===== src/rtl/fifo_uart_tx_pkg.sv =====
// Shared types and default constants for the FIFO-fed UART transmitter.
package fifo_uart_pkg;

    localparam int DEF_DATA_WIDTH   = 8;
    localparam int DEF_CLKS_PER_BIT = 16;
    localparam int DEF_PARITY_EN    = 0;

    typedef enum logic [2:0] {
        IDLE,
        READ,
        LOAD,
        START,
        DATA,
        PARITY,
        STOP
    } uartState_t;

    // True for the states that put a timed bit on the serial line.
    function automatic logic isBitState(input uartState_t s);
        return (s == START) || (s == DATA) || (s == PARITY) || (s == STOP);
    endfunction

endpackage


===== src/rtl/fifo_uart_tx_if.sv =====
// FIFO read port plus serial/status outputs of the transmitter.
// master = transmitter side, slave = FIFO / line-receiver side.
interface fifo_uart_tx_if
    import fifo_uart_pkg::*;
#(
    parameter int DATA_WIDTH = DEF_DATA_WIDTH
);
    logic                  fifo_empty;
    logic [DATA_WIDTH-1:0] fifo_data;
    logic                  fifo_rd_ena;
    logic                  tx;
    logic                  busy;
    logic                  tx_done;

    modport master (
        input  fifo_empty,
        input  fifo_data,
        output fifo_rd_ena,
        output tx,
        output busy,
        output tx_done
    );

    modport slave (
        output fifo_empty,
        output fifo_data,
        input  fifo_rd_ena,
        input  tx,
        input  busy,
        input  tx_done
    );
endinterface


===== src/rtl/fifo_uart_tx_baud_tick_gen.sv =====
// Bit-period timer: pulses tick_o on the last clk of every serial bit.
module baud_tick_gen
    import fifo_uart_pkg::*;
#(
    parameter int CLKS_PER_BIT = DEF_CLKS_PER_BIT
) (
    input  logic clk,
    input  logic rst,
    input  logic clr_i,
    input  logic en_i,
    output logic tick_o
);
    localparam int               CNT_W = (CLKS_PER_BIT > 1) ? $clog2(CLKS_PER_BIT) : 1;
    localparam logic [CNT_W-1:0] LAST  = CNT_W'(CLKS_PER_BIT - 1);

    logic [CNT_W-1:0] cnt_q;
    logic [CNT_W-1:0] cnt_d;

    assign tick_o = en_i && !clr_i && (cnt_q == LAST);

    // Count within a bit and restart at each boundary, so a bit never wraps early.
    always_comb begin
        cnt_d = cnt_q;
        if (clr_i || !en_i) begin
            cnt_d = '0;
        end else if (cnt_q == LAST) begin
            cnt_d = '0;
        end else begin
            cnt_d = cnt_q + CNT_W'(1);
        end
    end

    // Cycle counter register.
    always_ff @(posedge clk or negedge rst) begin
        if (!rst) begin
            cnt_q <= '0;
        end else begin
            cnt_q <= cnt_d;
        end
    end
endmodule


===== src/rtl/fifo_uart_tx.sv =====
// UART transmitter that pops characters from an upstream synchronous FIFO
// and sends them as start / data (LSB first) / optional even parity / stop.
module fifo_uart_tx
    import fifo_uart_pkg::*;
#(
    parameter int DATA_WIDTH   = DEF_DATA_WIDTH,
    parameter int CLKS_PER_BIT = DEF_CLKS_PER_BIT,
    parameter int PARITY_EN    = DEF_PARITY_EN
) (
    input logic           clk,
    input logic           rst,
    fifo_uart_tx_if.master bus
);
    localparam int              IDX_W    = (DATA_WIDTH > 1) ? $clog2(DATA_WIDTH) : 1;
    localparam logic [IDX_W-1:0] LAST_IDX = IDX_W'(DATA_WIDTH - 1);

    uartState_t            state_q,  state_d;
    logic [DATA_WIDTH-1:0] shift_q,  shift_d;
    logic                  parity_q, parity_d;
    logic [IDX_W-1:0]      bitIdx_q, bitIdx_d;
    logic                  tx_q,     tx_d;
    logic                  armed_q;
    logic                  tick;

    baud_tick_gen #(
        .CLKS_PER_BIT (CLKS_PER_BIT)
    ) u_baud (
        .clk    (clk),
        .rst    (rst),
        .clr_i  (state_q == LOAD),
        .en_i   (isBitState(state_q)),
        .tick_o (tick)
    );

    assign bus.fifo_rd_ena = (state_q == READ);
    assign bus.busy        = (state_q != IDLE);
    assign bus.tx_done     = (state_q == STOP) && tick;
    assign bus.tx          = tx_q;

    // Next state, shift/parity capture and the line value for the coming cycle.
    always_comb begin
        state_d  = state_q;
        shift_d  = shift_q;
        parity_d = parity_q;
        bitIdx_d = bitIdx_q;
        tx_d     = 1'b1;
        case (state_q)
            IDLE: begin
                if (armed_q && !bus.fifo_empty) begin
                    state_d = READ;
                end
            end
            READ: begin
                state_d = LOAD;
            end
            LOAD: begin
                shift_d  = bus.fifo_data;
                parity_d = ^bus.fifo_data;
                bitIdx_d = '0;
                state_d  = START;
            end
            START: begin
                if (tick) begin
                    state_d = DATA;
                end
            end
            DATA: begin
                if (tick) begin
                    if (bitIdx_q == LAST_IDX) begin
                        bitIdx_d = '0;
                        state_d  = (PARITY_EN != 0) ? PARITY : STOP;
                    end else begin
                        bitIdx_d = bitIdx_q + IDX_W'(1);
                        shift_d  = shift_q >> 1;
                    end
                end
            end
            PARITY: begin
                if (tick) begin
                    state_d = STOP;
                end
            end
            STOP: begin
                if (tick) begin
                    state_d = bus.fifo_empty ? IDLE : READ;
                end
            end
            default: begin
                state_d = IDLE;
            end
        endcase
        case (state_d)
            START:   tx_d = 1'b0;
            DATA:    tx_d = shift_d[0];
            PARITY:  tx_d = parity_d;
            default: tx_d = 1'b1;
        endcase
    end

    // State and datapath registers; armed_q holds off the first pop by one edge after reset.
    always_ff @(posedge clk or negedge rst) begin
        if (!rst) begin
            state_q  <= IDLE;
            shift_q  <= '0;
            parity_q <= 1'b0;
            bitIdx_q <= '0;
            tx_q     <= 1'b1;
            armed_q  <= 1'b0;
        end else begin
            state_q  <= state_d;
            shift_q  <= shift_d;
            parity_q <= parity_d;
            bitIdx_q <= bitIdx_d;
            tx_q     <= tx_d;
            armed_q  <= 1'b1;
        end
    end
endmodule


===== src/flat_wrapper.sv =====
// flat-port wrapper written by rule: the top's interface ports become plain ports
module fifo_uart_tx_flat import fifo_uart_pkg::*;
#(
    parameter int DATA_WIDTH   = DEF_DATA_WIDTH,
    parameter int CLKS_PER_BIT = DEF_CLKS_PER_BIT,
    parameter int PARITY_EN    = DEF_PARITY_EN
)
  (clk, rst, bus_fifo_empty, bus_fifo_data, bus_fifo_rd_ena, bus_tx, bus_busy, bus_tx_done);
  fifo_uart_tx_if #(.DATA_WIDTH(DATA_WIDTH)) bus_i ();
  input logic clk;
  input logic rst;
  input wire logic [$bits(bus_i.fifo_empty)-1:0] bus_fifo_empty;
  input wire logic [$bits(bus_i.fifo_data)-1:0] bus_fifo_data;
  output wire logic [$bits(bus_i.fifo_rd_ena)-1:0] bus_fifo_rd_ena;
  output wire logic [$bits(bus_i.tx)-1:0] bus_tx;
  output wire logic [$bits(bus_i.busy)-1:0] bus_busy;
  output wire logic [$bits(bus_i.tx_done)-1:0] bus_tx_done;
  assign bus_i.fifo_empty = bus_fifo_empty;
  assign bus_i.fifo_data = bus_fifo_data;
  assign bus_fifo_rd_ena = bus_i.fifo_rd_ena;
  assign bus_tx = bus_i.tx;
  assign bus_busy = bus_i.busy;
  assign bus_tx_done = bus_i.tx_done;
  fifo_uart_tx #(.DATA_WIDTH(DATA_WIDTH), .CLKS_PER_BIT(CLKS_PER_BIT), .PARITY_EN(PARITY_EN)) u_core (.clk(clk), .rst(rst), .bus(bus_i));
endmodule

===== config.mk =====
export PLATFORM = sky130hd
export DESIGN_NAME = fifo_uart_tx_flat
export DESIGN_NICKNAME = d
export VERILOG_FILES = /design/src/rtl/fifo_uart_tx_pkg.sv /design/src/rtl/fifo_uart_tx_if.sv /design/src/rtl/fifo_uart_tx_baud_tick_gen.sv /design/src/rtl/fifo_uart_tx.sv /design/src/flat_wrapper.sv
export SDC_FILE = /design/constraint.sdc
export NUM_CORES = 1
export LEC_CHECK = 0
export CAP_MARGIN = 20
export CORE_ASPECT_RATIO = 0.8
export CORE_MARGIN = 2
export CORE_UTILIZATION = 57
export CTS_BUF_LIST = sky130_fd_sc_hd__clkbuf_16
export DETAILED_ROUTE_END_ITERATION = 8
export GPL_ROUTABILITY_DRIVEN = 0
export GPL_TIMING_DRIVEN = 0
export PLACE_DENSITY = 0.87
export SKIP_LAST_GASP = 1
export SLEW_MARGIN = 20
export SYNTH_ARGS = -nofsm -noshare
export SYNTH_HDL_FRONTEND = slang
export SYNTH_HIERARCHICAL = 1
export SYNTH_SLANG_ARGS = --single-unit

===== constraint.sdc =====
create_clock -name clk -period 7.9 [get_ports clk]
set_input_delay 1.58 -clock clk [delete_from_list [all_inputs] [get_ports clk]]
set_output_delay 1.58 -clock clk [all_outputs]
set_load 0.05 [all_outputs]

==> results.toml <==
[floorplan]
dieHeight_um = 43.87
dieArea_um2 = 2361
floorplan.initialDensity_pct = 60.41
core.rowCount = 14
core_area_um2 = 1874
dieWidth_um = 53.83
io_pins = 15

[power]
p_leak_uw = 0.0006337
ir_worst_vdd_v = 0.0001604
p_per_area_nw_per_um2 = 173.8

[routing]
drt-total-wl_mm = 2.409
wire_per_inst_um = 15.95
dr_total_vias = 911
first_pass_iters = 5
via_per_inst = 6.033
drc = 0
ant_nets = 0
drt_iter0_drc = 52

[worst_setup_path]
endpoint_kind = "primary output"
path_max_fanout = 10
required_ns = 6.32
arrival_ns = 2.86
startpoint_type = "register"
crit_type = "reg -> out"

[clock_tree]
cts_buffer_depth = 2
htreeDepth = 1
cts_hold_buf = 0
cts-root-buf = "clkbuf_16"
cts.sink_count = 21
insertion_delay_ns = 0.25
cts_resized = 0
clk_pin_slew_ns = 0.05
cts_tree = "yes"
post_cts.repair.setup_buffers = 0
numCtsBuffers = 3

[outcome]
status = "completed"

[sta]
period_minus_slack_ns = 4.439
rsz0062_at_grt = "no"
maxSlewHeadroom_pct = 39.26
setup_viol = 0
skew_ns = 0.004046
worst_pin_slew_ns = 0.9083
fin_hold_ws_ns = 0.4921
hold_violations = 0
clock.fmax_mhz = 225.3
maxSlewViolCount = 0
finalCritPeriodShare_pct = 56.19
fin_setup_tns_ns = 0

[synth]
synth_nets = 123
synth.avg_cell_area_um2 = 10.39
yosysWarnings = 6
synth_area_leaders = "dfrtp_1 44%, xnor2_1 7.0%, a222oi_1 5.3%"
synth_top_area_share_pct = 44.20
synth_edf_count = 0
synth-async-reset-ratio_pct = 100.0
ys_ff_latch = 21
yosys-top-cells-count = "20 x dfrtp_1, 10 x inv_1, 9 x xnor2_1, 7 x a21oi_1, 6 x a222oi_1"
synth_area_leader_cell = "dfrtp_1"
seq_area_frac_synth_pct = 46.52
ys_dominant_reg_cell = "dfrtp_1"
synth_cells = 109
yosys.cell_count.top_type = "dfrtp_1"
ys_types = 37
synth_area_um2 = 1132

[worst_hold_path]
hp-class = "reg -> reg"

[placement]
hpwl_mm = 1.706
portBuffers = 14
placed_area_um2 = 1303

[global_route]
grt_start_max_net_pins = 22
grt_overflow = 0
grt_pass1_wl_mm = 3.967
grt_pass1_vias = 853
grt.total_usage_pct = 23.89
antenna_found_initial = 0

[final_layout]
final_net_count = 142
nFillCells = 146
syn2layout_area_growth_pct = 21.99
drive_above_1_share_pct = 9.449
design_area_um2 = 1381
num_antenna_cells = 0

[run]
cap_violations = 0
[flip-flops by register name, summed over array words and instances (netlist names)]
register and flops:
u_core/shift_q 8, u_core/u_baud/cnt_q 4, u_core/bitIdx_q 3, u_core/state_q 3
u_core/armed_q 1, u_core/bus.tx 1, u_core/parity_q 1
[worst max-delay path, cell delays in order, from the launching register on]
cell and delay, ns:
dfrtp_1 0.36, buf_4 0.17, nor3b_1 0.34, clkbuf_1 0.40, nand2b_1 0.28, nor2_1 0.07
buf_4 0.17, nand2_1 0.07, nor2_1 0.04, clkdlybuf4s50_1 0.69
[layer usage]
layer | part of all wire [%] | GRT usage [%] | vias to the layer above
met1 | 44 | 32.05 | 460
met5 | 0 | 0 | -
met2 | 51 | 37.80 | 22
li1 | - | - | 427
met3 | 4.2 | 6.897 | 2
met4 | 0.37 | 6.667 | 0
[metrics by stage]
stage          setup WS, ns  instances  power [uW]  utilization (%)
2_1_floorplan         4.325        109       127.1                -
3_3_place_gp          3.859        147       136.8            69.49
3_5_place_dp          3.802        147       138.6            69.49
4_1_cts               3.502        151       242.5            73.70
5_1_grt               3.316        151       249.3            73.70
6_report              3.461        151       240.1            73.70
[worst paths after layout]
check,startpoint,end,slack [ns],cells after the start
min in group asynchronous,rst,u_core/u_baud/cnt_q[3],1.84,1
max in group asynchronous,rst,u_core/shift_q[6],5.50,1
worst max register to register,u_core/state_q[0],u_core/bus.tx,4.88,10
worst min register to register,u_core/u_baud/cnt_q[0],u_core/u_baud/cnt_q[0],0.49,1
worst min-delay path,u_core/u_baud/cnt_q[0],u_core/u_baud/cnt_q[0],0.49,1
worst max-delay path,u_core/state_q[0],bus_tx_done,3.46,9
[kinds of logic (layout without fill, tap and decap cells)]
group / count (synthesis) / in the layout / share of synthesized area [%]
AOI/OAI and AO/OA: 27 / 27 / 18.01
xor gates and xnor gates: 9 / 9 / 6.962
adders and majority gates: 3 / 3 / 3.315
buffers and inverters: 16 / 34 / 6.188
DFF: 21 / 21 / 46.52
muxes: 1 / 1 / 0.9944
other: 1 / 1 / 0.3312
and+or+nand+nor: 31 / 31 / 17.68
[report_power, final]
group	total [uW]	internal [uW]	switching [uW]	leakage, uW
Combinational	23.0	11.6	11.4	0.000350
Clock	103	67.3	35.8	0.0000423
Sequential	114	112	1.73	0.000241
[cells in the final DEF, fill, tap and decap left out, types with 2 or more instances in the layout]
cell type | Yosys | routed
a21o_1 | 3 | 3
a21oi_1 | 7 | 7
a222oi_1 | 6 | 6
a22o_1 | 2 | 2
buf_2 | 2 | 2
buf_4 | 2 | 2
clkbuf_1 | 2 | 2
clkbuf_16 | 0 | 3
clkdlybuf4s50_1 | 0 | 14
dfrtp_1 | 20 | 20
ha_1 | 3 | 3
inv_1 | 10 | 11
nand2_1 | 4 | 4
nand2b_1 | 5 | 5
nor2_1 | 5 | 5
nor3b_1 | 4 | 4
o21ai_0 | 2 | 2
o21ai_1 | 2 | 2
or3_1 | 2 | 2
xnor2_1 | 9 | 9
[layout make-up]
class / count / area [um2] / share of cell area, %
clock buffer: 3 / 75.07 / 5.435
clock inverter: 1 / 3.754 / 0.2717
tap: 24 / 30.03 / 2.174
timing repair buffer: 14 / 140.1 / 10.14
sequential: 21 / 526.8 / 38.13
inverter: 10 / 37.54 / 2.717
multi-input combinational: 72 / 535.5 / 38.77
buffer: 6 / 32.53 / 2.355
Power figures use the tool's default switching activity.
